[src/rtl/poly_coeff_mac_modq.sv]
// Accumulates signed truncated products into one polynomial coefficient, reduces it mod q = 2^LOG_Q,
// and hands it downstream with a valid/ready handshake before accepting the next coefficient's terms.
module poly_coeff_mac_modq #(
   parameter int N     = 677,
   parameter int LOG_Q = 11,
   parameter int W     = 16
) (
   input  logic             ap_clk,
   input  logic             ap_rst,
   input  logic [W-1:0]     p_din,
   input  logic             p_valid,
   input  logic             p_last,
   output logic             p_ready,
   output logic [LOG_Q-1:0] coef_dout,
   output logic [9:0]       coef_idx,
   output logic             coef_valid,
   input  logic             coef_ready,
   output logic             poly_done,
   output logic             term_ovf
);

   // Handshakes: a beat or coefficient transfers on a rising edge where valid and ready are both
   // high; the sender holds its data stable while valid is high and ready is low.

   localparam int CW = (N > 1) ? $clog2(N) : 1;

   typedef enum logic {
      ACC  = 1'b0,
      HOLD = 1'b1
   } state_t;

   state_t         state;
   logic [W-1:0]   acc;
   logic [CW-1:0]  term_cnt;
   logic [W-1:0]   sum;
   logic           accept;
   logic           at_cap;
   logic           last_idx;

   assign p_ready  = (state == ACC);
   assign accept   = p_valid && p_ready;
   assign sum      = acc + p_din;
   assign at_cap   = (term_cnt == CW'(N - 1));
   assign last_idx = (coef_idx == 10'(N - 1));

   // Since q divides 2^W, the low LOG_Q bits of the wrapped sum are already the residue mod q.
   always_ff @(posedge ap_clk) begin
      if (ap_rst) begin
         state      <= ACC;
         acc        <= '0;
         term_cnt   <= '0;
         coef_idx   <= '0;
         coef_dout  <= '0;
         coef_valid <= 1'b0;
         poly_done  <= 1'b0;
         term_ovf   <= 1'b0;
      end else begin
         poly_done <= 1'b0;
         case (state)
            ACC: begin
               if (accept) begin
                  if (p_last || at_cap) begin
                     coef_dout  <= sum[LOG_Q-1:0];
                     coef_valid <= 1'b1;
                     acc        <= '0;
                     term_cnt   <= '0;
                     state      <= HOLD;
                     if (!p_last) begin
                        term_ovf <= 1'b1;
                     end
                  end else begin
                     acc      <= sum;
                     term_cnt <= term_cnt + CW'(1);
                  end
               end
            end
            HOLD: begin
               if (coef_ready) begin
                  coef_valid <= 1'b0;
                  state      <= ACC;
                  coef_idx   <= last_idx ? 10'd0 : coef_idx + 10'd1;
                  poly_done  <= last_idx;
               end
            end
            default: state <= ACC;
         endcase
      end
   end

endmodule
[config.mk]
export PLATFORM = sky130hd
export DESIGN_NAME = poly_coeff_mac_modq
export DESIGN_NICKNAME = d
export VERILOG_FILES = /design/src/rtl/poly_coeff_mac_modq.sv
export SDC_FILE = /design/constraint.sdc
export NUM_CORES = 1
export LEC_CHECK = 0
export ABC_AREA = 0
export CAP_MARGIN = 20
export CELL_PAD_IN_SITES_DETAIL_PLACEMENT = 2
export CELL_PAD_IN_SITES_GLOBAL_PLACEMENT = 2
export CORE_UTILIZATION = 28
export DETAILED_ROUTE_END_ITERATION = 10
export GPL_TIMING_DRIVEN = 0
export PLACE_DENSITY_LB_ADDON = 0.25
export SLEW_MARGIN = 20
export SYNTH_ARGS = -nofsm -noshare
export SYNTH_HDL_FRONTEND = slang
export SYNTH_SLANG_ARGS = --single-unit
export TNS_END_PERCENT = 5
[constraint.sdc]
create_clock -name ap_clk -period 2.3 [get_ports ap_clk]
set_clock_uncertainty 0.15 [all_clocks]
set_input_delay 0.23 -clock ap_clk [delete_from_list [all_inputs] [get_ports ap_clk]]
set_output_delay 0.23 -clock ap_clk [all_outputs]
set_load 0.005 [all_outputs]
# Yosys cells after proc, flatten, opt, wreduce, memory -nomap -nowiden
# Index checks and enable logic that the tools add are counted.
[word_totals]
inputBits = 21
romBits = 0
word_cells = 38
reg_bits = 51
mem_bits_rw = 0
n_memories = 0
latchBits = 0
[op_classes]
n_addsub = 3
n_bitwise = 3
n_mux = 11
n_eq_ne = 5
shifts = 0
n_div = 0
order_cmp = 0
reduce_logical = 8
multipliers = 0
[op_table]
columns = ["cell", "n"]
rows = [
  ["adder 10 x 1 -> 10 bit (second input constant)", 2],
  ["equality test 10 bit (second input constant)", 2],
  ["2-to-1 mux 10 bit", 2],
  ["adder 16 bit", 1],
  ["2-to-1 mux 16 bit", 1],
  ["2-to-1 mux 1 bit", 6],
  ["AND reduction 3 bit", 2],
  ["!= test 2 x 1 -> 1 bit (second input constant)", 2],
  ["one-hot mux 1 bit (2 select lines)", 2],
  ["AND reduction 2 bit", 2],
  ["AND reduction 4 bit", 1],
  ["inverter 1 bit", 3],
  ["OR reduction 3 bit", 1],
  ["!= test 2 bit (second input constant)", 1],
  ["logical AND 1 bit", 1],
  ["logical OR 1 bit", 1],
]

# Logic depth before layout (Yosys ltp)
[logic_depth]
depth_word = 5
depth_mapped = 8
ltp_nobuf = 8

# Least setup slack after synthesis
# Ideal clock, no wire load.
[synth_timing]
kind = "register to register"
start = "register acc[0]"
end = "register coef_dout[10]"
n_path_buf = 0
synth_period_minus_slack_ns = 2.412
stages_incl_launch_ff = 9
setup_slack_ns = -0.112
t_arrival_ns = 2.144
path_cell_list = "dfxtp_1 -> ha_1 -> inv_1 -> fa_1 -> nor2b_4 -> o2111ai_4 -> and4_4 -> or4_1 -> a32o_1"
[synth_via]
elab_chain_len = 1
[synth_rtl]
columns = ["item", "line", "text"]
rows = [
  ["from (decl)", "33", "logic [W-1:0] acc;"],
  ["from (signal assigned)", "72", "acc <= sum;"],
  ["adder 16 bit", "42", "assign sum = acc + p_din;"],
  ["to (signal assigned)", "63", "coef_dout <= sum[LOG_Q-1:0];"],
  ["to (decl)", "14", "output logic [LOG_Q-1:0] coef_dout,"],
]
# No other way between the ends.
# A chain may end at the register's enable or synchronous reset.

# Worst setup path after layout
# Ends and elaborated chain as after synthesis.

==> results_dict.tcl <==
set metrics [dict create \
    status "finished, violations left" \
    violations "setup timing" \
    critPathSlowestCell "or4_4" \
    grt_usage_pct 16.3 \
    syn_to_final_growth_pct 30.0 \
    cp_slowest_stage_delay_ns 0.50 \
    final.fill_count 956 \
    setup_ws_ns -0.106 \
    drv_slew 0 \
    num_antenna_cells 0 \
    p_leak_uw 0.00115 \
    cp-end-kind "flip-flop" \
    drt-total-wl_microns 6770 \
    ff2ff_path_depth 8 \
    final_area_sq_mm 0.00308 \
    drc 0 \
    ir_worst_vdd_v 0.000251 \
    grt_first_pass_wirelength_microns 11100 \
    placed_area_sq_mm 0.00290 \
    cp_num_buf_inv 1 \
    worst_setup_path_start_kind "flip-flop" \
    ys.flop_type "dfxtp_1" \
    hold_path_class "reg -> reg" \
    die_area_sq_mm 0.00883 \
    worstSetupPathType "reg -> reg" \
    synth_top_family_by_area "simple AND/OR/NAND/NOR gates" \
    fin_setup_tns_ns -0.166 \
    io_pins 46 \
    start_util_pct 28.8 \
    worst_pin_slew_ns 0.631 \
    clockRootBuffer "clkbuf_8" \
    cts_max_level 2 \
    yosys.area_share.simple_pct 22.8 \
    cts_buffer_depth 2 \
    vias 2134 \
    whs_endpoint "coef_dout[8]" \
    synthArstFlopShare_pct 0 \
    synthesis.area_sq_mm 0.00237 \
    synth_edf_count 0 \
    period_minus_slack_ns 2.41 \
    path_max_fanout 4 \
    first_global_vias 2260 \
    path_clk_slew_ns 0.10 \
    avgViaCountPerCell 5.06 \
    period_share_pct 105 \
    power_density_mw_per_mm2 552 \
    maxCapViolations 0 \
    cts_hold_buf 0 \
    cts_tree "built" \
    clk_latency_ns 0.31 \
    dr.pass1.iters 4 \
    crit_chain "ha_4, inv_2, fa_2, nor2b_4, o2111ai_4, and4_4, or4_4, a32o_1" \
    slew-limit-headroom_pct 57.7 \
    rsz0062_at_grt "yes" \
    clock_sinks 46 \
    gp_congestion 0.760 \
    required_ns 2.36 \
    syn_avg_cell_area_sq_um 9.04 \
    yosys_warnings 0 \
    wl_per_cell_microns 16.0 \
    synth_cells 262 \
    syn_nets 298 \
    grt_overflow 0 \
    ant_nets 0 \
    hp-start "coef_dout[8]" \
    max_clock_freq_ghz 0.416 \
    rows 33 \
    cpLargestDelayFamily "simple AND/OR/NAND/NOR gates" \
    r2r_slack_ns -0.11 \
    drt_iter0_drc 40 \
    arrival_ns 2.47 \
    synth_compound_area_share_pct 19.3 \
    core_sq_mm 0.00822 \
    antenna_found_initial 0 \
    synth_xor_area_share_pct 7.03 \
    drive_above_1_share_pct 10.7 \
    hpwl_microns 5060 \
    hold_violations 0 \
    fin_nets 352 \
    dpl_worst_slack_ns -0.586 \
    synth.area.mux_share_pct 0.423 \
    die_x_microns 94.0 \
    cts_made_buffers 5 \
    io_buffers 40 \
    synthAdderAreaFrac_pct 8.25 \
    rr_startpoint "acc[0]" \
    grt_max_degree 16 \
    yosysUniqueCellTypes 55 \
    synth_seq_area_share_pct 38.9 \
    die_h_microns 94.0 \
    ys_ff_latch 46 \
    worstReg2RegEnd "coef_dout[10]" \
    finalSetupViolCount 2 \
    hold_depth 2 \
]
## cells in the mapped netlist, drive strengths merged (2+ instances only)
cell,n,area share (%)
nor2b,2,0.85
a21o,5,1.6
o21ai,9,1.9
o21a,4,1.3
nand2,20,3.2
nand2b,5,1.3
a22o,5,1.8
clkbuf,5,0.79
or3,5,1.3
a21oi,14,3.1
nor2,31,4.9
and2,3,0.79
a22oi,4,1.3
buf,2,0.69
and3,2,0.53
xnor2,7,2.6
nand4,4,1.1
nor4,2,0.53
nand3,11,2.3
nor4bb,2,0.85
a32o,4,1.7
o31ai,5,2.2
a31oi,2,0.53
xor2,12,4.4
dfxtp,46,39
inv,11,1.7
nor3,4,1.3
and4,2,0.85
ha,14,7.4
## final cells by class
type	count	area, sq um	area share, %
multi-input cells	198	1400	45.6
flip-flops and latches	46	922	30.0
repair buffers	47	454	14.8
well taps	105	131	4.27
clock buffers	5	68.8	2.24
inverters	11	41.3	1.34
plain buffers	7	35.0	1.14
clock inverters	3	21.3	0.691
## power breakdown
group / switching (uW) / leakage [uW] / internal [uW]
registers: 27.6 / 0.000374 / 833
clock network: 307 / 0.0000441 / 214
logic: 159 / 0.000736 / 157
total: 493 / 0.00115 / 1200
## metrics by stage
stage / hold slack (ns) / cells / utilization, % / power [uW]
final: 0.314 / 422 / 37.5 / 1700
after global routing: 0.349 / 422 / 37.5 / 1780
after CTS: 0.321 / 419 / 37.0 / 1710
after detailed placement: 0.303 / 407 / 35.3 / 1180
after global placement: 0.293 / 407 / 35.3 / 1170
after floorplan: 0.183 / 262 / - / 1050
## cells in the final DEF, fill, tap and decap left out, types with 7 or more instances in the layout
cell type and count:
nand2_1 20, clkdlybuf4s50_1 38, xor2_1 12, ha_1 13, a21oi_1 12, xnor2_1 7
nand3_1 11, nor2_1 31, dfxtp_1 45, inv_1 10, o21ai_0 9, buf_4 7
## kinds of logic after synthesis
family                   count (synthesis)
multiplexers                             1
AND/OR/NAND/NOR                        102
XOR/XNOR                                19
AO/OA/AOI/OAI                           61
buffers and inverters                   18
flip-flops                              46
adder cells (fa/ha/maj)                 15
## how the worst max path moves through the flow
stage                     startpoint       endpoint  slack [ns]  depth (start not counted)
after floorplan               acc[0]  coef_dout[10]       -0.04                          8
after global routing          acc[0]  coef_dout[10]       -0.18                          8
after global placement      p_din[0]  coef_dout[10]       -0.59                          9
after detailed placement    p_din[0]  coef_dout[10]       -0.59                          9
after CTS                     acc[0]  coef_dout[10]       -0.20                          8
final                         acc[0]  coef_dout[10]       -0.11                          8
## flip-flops by register name (all words and copies together) (netlist names)
| name | flops |
|---|---|
| coef_idx | 10 |
| poly_done | 1 |
| coef_dout | 11 |
| state | 1 |
| term_cnt | 10 |
| term_ovf | 1 |
| acc | 11 |
| coef_valid | 1 |
## routing by layer
metal	vias up	GRT usage (%)	wire length [microns]
li1	1048	-	-
met1	1053	20.9	3140
met2	28	28.1	3370
met3	5	2.67	180
met4	0	4.23	73
met5	-	0	0
## worst reg2reg max path: cells and delay by family, from the launching register on
| kind | cells | cell delay (ns) |
|---|---|---|
| buffers and inverters | 1 | 0.04 |
| adders and majority gates | 2 | 0.50 |
| DFF | 1 | 0.36 |
| AOI/OAI and AO/OA | 2 | 0.39 |
| and+or+nand+nor | 3 | 0.87 |
## what timing repair did
| item | CTS | global route |
|---|---|---|
| gates resized for setup | 6 | 4 |
| endpoints found under the setup margin | 2 | 6 |
| buffers inserted | 4 | 3 |
| pin swaps | 5 | 5 |
Power figures use the tool's default switching activity.
